===== src/rtl/btc_job_ctrl.sv =====
// btc_job_ctrl: job sequencer in front of the byte-serial hashing core.
// Holds a header prefix, start nonce and difficulty, repeatedly runs the
// core over prefix+nonce, scores each hash by leading zero bits and stops
// on a hit, on nonce exhaustion or after a host stop request.
module btc_job_ctrl #(
    parameter int HDR_BYTES  = 76,
    parameter int HASH_BYTES = 32
) (
    input  logic        clk,
    input  logic        rst_n,
    input  logic        cfg_we,
    input  logic [6:0]  cfg_addr,
    input  logic [7:0]  cfg_data,
    input  logic        go,
    input  logic        stop,
    output logic        busy,
    output logic        found,
    output logic        exhausted,
    output logic [31:0] found_nonce,
    output logic        core_start,
    output logic        core_rdy,
    output logic [7:0]  core_din,
    input  logic        core_rq,
    input  logic        core_done,
    input  logic [7:0]  core_dout
);

    typedef enum logic [2:0] {
        S_IDLE,
        S_START,
        S_FEED,
        S_DRAIN,
        S_CHECK
    } state_t;

    localparam logic [6:0] LAST_FEED = 7'(HDR_BYTES + 3);
    localparam logic [6:0] DIFF_ADDR = 7'(HDR_BYTES + 4);
    localparam logic [5:0] HASH_CNT  = 6'(HASH_BYTES);

    state_t      state;
    logic [7:0]  prefix [0:HDR_BYTES-1];
    logic [31:0] nonce;
    logic [7:0]  difficulty;

    logic        rq_s1, rq_s2, rq_s3;
    logic        done_s1, done_s2;
    logic        rq_event;

    logic [6:0]  idx;
    logic [5:0]  dcnt;
    logic        start_cnt;
    logic        stop_pend;

    logic [8:0]  lz;
    logic        zrun;
    logic [8:0]  lz_next;
    logic        zrun_next;
    logic [7:0]  feed_byte;
    logic        pass;

    // Count of leading zero bits in one byte; 8 for a zero byte.
    function automatic logic [3:0] clz8(input logic [7:0] b);
        logic [3:0] n;
        n = 4'd8;
        for (int i = 0; i < 8; i++) begin
            if (b[i]) n = 4'(7 - i);
        end
        return n;
    endfunction

    // Bring the core's rq/done flags into our clock domain; the extra rq
    // stage gives a clean rising-edge detect.
    always_ff @(posedge clk or negedge rst_n) begin
        if (!rst_n) begin
            rq_s1   <= 1'b0;
            rq_s2   <= 1'b0;
            rq_s3   <= 1'b0;
            done_s1 <= 1'b0;
            done_s2 <= 1'b0;
        end else begin
            rq_s1   <= core_rq;
            rq_s2   <= rq_s1;
            rq_s3   <= rq_s2;
            done_s1 <= core_done;
            done_s2 <= done_s1;
        end
    end

    assign rq_event = rq_s2 & ~rq_s3;

    // Prefix buffer is write-only from the host side and only while idle.
    always_ff @(posedge clk) begin
        if (cfg_we && !busy && (cfg_addr < 7'(HDR_BYTES))) begin
            prefix[cfg_addr] <= cfg_data;
        end
    end

    // Difficulty register, frozen while a search is running.
    always_ff @(posedge clk or negedge rst_n) begin
        if (!rst_n) begin
            difficulty <= 8'h00;
        end else if (cfg_we && !busy && (cfg_addr == DIFF_ADDR)) begin
            difficulty <= cfg_data;
        end
    end

    // Next byte to hand the core: prefix first, then the nonce MSB first.
    always_comb begin
        feed_byte = 8'h00;
        if (idx < 7'(HDR_BYTES)) begin
            feed_byte = prefix[idx];
        end else if (idx == 7'(HDR_BYTES)) begin
            feed_byte = nonce[31:24];
        end else if (idx == 7'(HDR_BYTES + 1)) begin
            feed_byte = nonce[23:16];
        end else if (idx == 7'(HDR_BYTES + 2)) begin
            feed_byte = nonce[15:8];
        end else begin
            feed_byte = nonce[7:0];
        end
    end

    // Leading-zero scorer update for the hash byte currently on core_dout.
    always_comb begin
        lz_next   = lz;
        zrun_next = zrun;
        if (zrun) begin
            if (core_dout == 8'h00) begin
                lz_next = lz + 9'd8;
            end else begin
                lz_next   = lz + {5'd0, clz8(core_dout)};
                zrun_next = 1'b0;
            end
        end
    end

    assign pass = (lz >= {1'b0, difficulty});

    // Main sequencer: start pulse, byte feed, hash drain and result check.
    always_ff @(posedge clk or negedge rst_n) begin
        if (!rst_n) begin
            state       <= S_IDLE;
            busy        <= 1'b0;
            found       <= 1'b0;
            exhausted   <= 1'b0;
            found_nonce <= 32'h0;
            core_start  <= 1'b0;
            core_rdy    <= 1'b0;
            core_din    <= 8'h00;
            nonce       <= 32'h0;
            idx         <= 7'd0;
            dcnt        <= 6'd0;
            start_cnt   <= 1'b0;
            stop_pend   <= 1'b0;
            lz          <= 9'd0;
            zrun        <= 1'b1;
        end else begin
            core_rdy <= 1'b0;
            if ((state != S_IDLE) && stop) stop_pend <= 1'b1;

            case (state)
                S_IDLE: begin
                    if (cfg_we) begin
                        if (cfg_addr == 7'(HDR_BYTES))     nonce[31:24] <= cfg_data;
                        if (cfg_addr == 7'(HDR_BYTES + 1)) nonce[23:16] <= cfg_data;
                        if (cfg_addr == 7'(HDR_BYTES + 2)) nonce[15:8]  <= cfg_data;
                        if (cfg_addr == 7'(HDR_BYTES + 3)) nonce[7:0]   <= cfg_data;
                    end
                    if (go) begin
                        state      <= S_START;
                        busy       <= 1'b1;
                        found      <= 1'b0;
                        exhausted  <= 1'b0;
                        stop_pend  <= stop;
                        core_start <= 1'b1;
                        start_cnt  <= 1'b0;
                        idx        <= 7'd0;
                        dcnt       <= 6'd0;
                        lz         <= 9'd0;
                        zrun       <= 1'b1;
                    end
                end

                S_START: begin
                    if (start_cnt) begin
                        core_start <= 1'b0;
                        state      <= S_FEED;
                    end else begin
                        start_cnt <= 1'b1;
                    end
                end

                S_FEED: begin
                    if (rq_event) begin
                        core_rdy <= 1'b1;
                        if (done_s2) begin
                            lz    <= lz_next;
                            zrun  <= zrun_next;
                            dcnt  <= 6'd1;
                            state <= S_DRAIN;
                        end else begin
                            core_din <= feed_byte;
                            idx      <= idx + 7'd1;
                            if (idx == LAST_FEED) begin
                                dcnt  <= 6'd0;
                                state <= S_DRAIN;
                            end
                        end
                    end
                end

                S_DRAIN: begin
                    if (dcnt == HASH_CNT) begin
                        if (!done_s2) state <= S_CHECK;
                    end else if (rq_event) begin
                        core_rdy <= 1'b1;
                        lz       <= lz_next;
                        zrun     <= zrun_next;
                        dcnt     <= dcnt + 6'd1;
                    end
                end

                S_CHECK: begin
                    if (pass) begin
                        found       <= 1'b1;
                        found_nonce <= nonce;
                        busy        <= 1'b0;
                        state       <= S_IDLE;
                    end else begin
                        nonce <= nonce + 32'd1;
                        if (nonce == 32'hFFFF_FFFF) begin
                            exhausted <= 1'b1;
                            busy      <= 1'b0;
                            state     <= S_IDLE;
                        end else if (stop_pend || stop) begin
                            busy  <= 1'b0;
                            state <= S_IDLE;
                        end else begin
                            core_start <= 1'b1;
                            start_cnt  <= 1'b0;
                            idx        <= 7'd0;
                            dcnt       <= 6'd0;
                            lz         <= 9'd0;
                            zrun       <= 1'b1;
                            state      <= S_START;
                        end
                    end
                end

                default: state <= S_IDLE;
            endcase
        end
    end

endmodule


===== config.mk =====
export PLATFORM = sky130hd
export DESIGN_NAME = btc_job_ctrl
export DESIGN_NICKNAME = d
export VERILOG_FILES = /design/src/rtl/btc_job_ctrl.sv
export SDC_FILE = /design/constraint.sdc
export NUM_CORES = 1
export LEC_CHECK = 0
export BUFFER_PORTS_ARGS = -buffer_cell sky130_fd_sc_hd__buf_2
export CORE_ASPECT_RATIO = 0.5
export CORE_MARGIN = 4
export CORE_UTILIZATION = 40
export CTS_CLUSTER_DIAMETER = 120
export DETAILED_ROUTE_END_ITERATION = 10
export HOLD_SLACK_MARGIN = 0.03
export PLACE_DENSITY = 0.53
export SLEW_MARGIN = 20
export SYNTH_ARGS = -nofsm -noshare
export SYNTH_HDL_FRONTEND = slang
export SYNTH_SLANG_ARGS = --single-unit
export TNS_END_PERCENT = 1

===== constraint.sdc =====
create_clock -name clk -period 3.55 [get_ports clk]
set_clock_uncertainty 0.05 [all_clocks]
set_input_delay 0.5325 -clock clk [delete_from_list [all_inputs] [get_ports clk]]
set_output_delay 0.5325 -clock clk [all_outputs]
set_load 0.05 [all_outputs]

==> flow_metrics.py <==
metrics = {
    "sta": {
        "period_share_pct": 90.0,
        "fin_ws_ns": 0.356,
        "maxClockFrequency_mhz": 313,
        "slew_headroom_pct": 31.5,
        "finalSetupViolations": 0,
        "tightest_slew_ns": 1.03,
        "timing_hold_violations_final": 0,
        "drv_slew": 0,
        "fin_tns_setup_ns": 0,
        "period_minus_slack_ns": 3.19,
        "rsz0062_at_grt": "no",
    },
    "logic_synthesis": {
        "synthTopCellsByCount": "edfxtp_1, nor2_1, mux2i_1",
        "synthesis.area_mm2": 0.0305,
        "synthArstFlopShare_pct": 16.3,
        "synth_top_area_cell": "edfxtp_1",
        "ys_seq_area_share_pct": 69.6,
        "synth_fp_nets": 1986,
        "yosys_warnings": 0,
        "synth_ff_type": "edfxtp_1",
        "synth.area.top_cells": "edfxtp_1, dfrtp_1, mux4_2, mux2i_1, nor2_1",
        "synth_top_area_share_pct": 59.9,
        "ys_types": 76,
        "syn_avg_cell_area_um2": 15.8,
        "synth-seq-cells": 726,
        "netlist_instances": 1935,
        "synth_edf_count": 608,
        "synth_most_common_cell": "edfxtp_1",
    },
    "worst_setup_path": {
        "startpoint": "idx[0]$_DFFE_PN0P_",
        "endpoint_kind": "register",
        "reg2regPathDepth": 7,
        "crit_path_start_kind": "register",
        "rrSetupSlack_ns": 0.36,
        "critical_path_class": "register to register",
        "path_cells": "buf_4 -> mux4_2 -> mux2i_1 -> o22ai_1 -> nor3_1 -> a31oi_1 -> o22a_1",
        "cp-endpoint": "core_din[5]$_DFFE_PN0P_",
        "critPathMaxFanout": 20,
        "required_ns": 4.01,
        "reg2reg_to": "core_din[5]$_DFFE_PN0P_",
        "cp.arrival_ns": 3.65,
        "cpMaxStageDelayCell": "dfrtp_4",
        "reg2reg_from": "idx[0]$_DFFE_PN0P_",
        "critPathMaxStageDelay_ns": 0.68,
    },
    "detailed_routing": {
        "drt-pass1-iter-count": 5,
        "drt_iter0_markers": 1914,
        "postRouteAntennaNets": 0,
        "drt-total-wl_um": 85400,
        "vias": 18300,
        "remaining_drc_errors": 0,
        "via_per_inst": 5.64,
        "wl_per_cell_um": 26.4,
    },
    "floorplan": {
        "start_util_pct": 40.5,
        "die-area_mm2": 0.0810,
        "ios": 75,
        "die_w_um": 398,
        "rows": 71,
        "core_area_mm2": 0.0753,
        "die_h_um": 203,
    },
    "placed_design": {
        "pre_cts_ws_ns": 0.413,
        "port_buffers": 74,
        "routabilityCongestion": 0.849,
        "dpl_cell_area_mm2": 0.0331,
        "dpl.hpwl_um": 57400,
        "place_inst": 3112,
    },
    "cts": {
        "ctsHoldBuffers": 3,
        "insertion_delay_ns": 0.62,
        "root_buffer": "clkbuf_16",
        "clock_path_buffers": 3,
        "cts_setup_buffers": 0,
        "cts-buffers-inserted": 69,
        "cts_tree": "built",
        "cts_num_sinks": 726,
        "cts_resized": 0,
        "htreeDepth": 3,
        "clk_pin_slew_ns": 0.06,
    },
    "layout": {
        "multi_input_area_mm2": 0.00870,
        "seq_area_mm2": 0.0212,
        "final_cells": 3240,
        "nets": 2215,
        "final_cell_area_mm2": 0.0354,
        "insertedDiodeCount": 0,
        "drive_above_1_share_pct": 23.4,
        "n_fill_cell": 6603,
        "syn2layout_area_growth_pct": 16.0,
    },
    "power_and_ir_drop": {
        "comb_power_share_pct": 28.0,
        "pwr-share-seq_pct": 42.3,
        "switchingPower_mw": 8.22,
        "power_frac_clock_pct": 29.7,
        "p_sw_share_pct": 33.2,
        "internal_power_mw": 16.5,
        "cellLeakagePower_nw": 12.2,
        "power_density_mw_per_mm2": 699,
        "peakVddDrop_mv": 0.435,
    },
    "outcome": {
        "outcome": "completed",
    },
    "run": {
        "cap_viol_max_count": 0,
    },
    "grt": {
        "grt_overflow": 0,
        "grt_max_degree": 68,
        "antenna_found_initial": 5,
        "grt_pass1_vias": 18200,
        "grt_first_pass_wirelength_um": 126000,
        "grt_usage_pct": 21.3,
    },
    "worst_hold_path": {
        "hold_class": "primary input to register",
    },
}
layout by cell type (no fill, tap or decap), drive strengths merged, types with 28 or more instances in the layout:
master / count
nand2: 100
clkbuf: 90
mux2i: 151
nor2: 178
a21oi: 87
nand3: 49
dfrtp: 117
mux2: 48
clkinv: 28
edfxtp: 608
a22oi: 41
buf: 253
o21ai: 55
mux4: 95
worst min-delay path by stage:
stage | start | end | cells after the start
2_1_floorplan | rst_n | busy$_DFFE_PN0P_ | 0
3_3_place_gp | rq_s1$_DFF_PN0_ | rq_s2$_DFF_PN0_ | 0
3_5_place_dp | rq_s1$_DFF_PN0_ | rq_s2$_DFF_PN0_ | 0
4_1_cts | stop | stop_pend$_DFF_PN0_ | 3
5_1_grt | stop | stop_pend$_DFF_PN0_ | 3
6_report | stop | stop_pend$_DFF_PN0_ | 3
per-stage QoR:
step	total power, mW	utilization, %	hold WS (ns)
2_1_floorplan	15.0	-	0.187
3_3_place_gp	17.5	44.0	0.287
3_5_place_dp	17.5	44.0	0.291
4_1_cts	24.9	46.9	0.172
5_1_grt	25.8	46.9	0.222
6_report	24.7	46.9	0.207
critical path: cells and delay by family, from the launching register on:
kind                   cells  cell delay [ns]
AO/OA/AOI/OAI              3             0.45
AND/OR/NAND/NOR            1             0.51
multiplexers               2             0.99
buffers and inverters      1             0.38
flip-flops                 1             0.68
state kept, by name, indices dropped and copies added, names as in the netlist:
register,count
found,1
rq_s3,1
exhausted,1
start_cnt,1
idx,7
done_s1,1
lz,9
difficulty,8
zrun,1
core_start,1
done_s2,1
busy,1
found_nonce,32
nonce,32
core_din,8
dcnt,6
rq_s1,1
rq_s2,1
state,3
stop_pend,1
prefix,608
core_rdy,1
layer usage:
metal / up-vias / global-route usage (%) / share of wire [%]
li1: 8067 / - / -
met1: 9483 / 31.7 / 46
met2: 589 / 31.4 / 44
met3: 126 / 4.91 / 7.3
met4: 10 / 5.75 / 2.4
met5: - / 0 / 0.067
cell type report:
cell class	count	share of cell area, %
sequential	726	60.0
multi-input combinational	1087	24.6
clock buffer	90	5.41
timing repair buffer	256	5.29
tap	1022	3.62
clock inverter	35	0.828
inverter	24	0.255
power by group through the flow:
stage               sequential, mW  combinational [mW]  clock [mW]
floorplan                     11.0                4.00           0
global placement              10.6                6.90           0
detailed placement            10.6                6.91           0
CTS                           10.5                6.93        7.47
global route                  10.5                7.40        7.87
finish                        10.5                6.92        7.33
cell families (layout without fill, tap and decap cells):
group	after synthesis	after routing	synth area share [%]
AO/OA/AOI/OAI	321	321	6.86
XOR/XNOR	4	4	0.115
AND/OR/NAND/NOR	447	447	6.82
adder cells (fa/ha/maj)	21	21	0.887
buffers and inverters	122	405	1.97
multiplexers	294	294	13.8
flip-flops	726	726	69.6
Power figures use the tool's default switching activity.
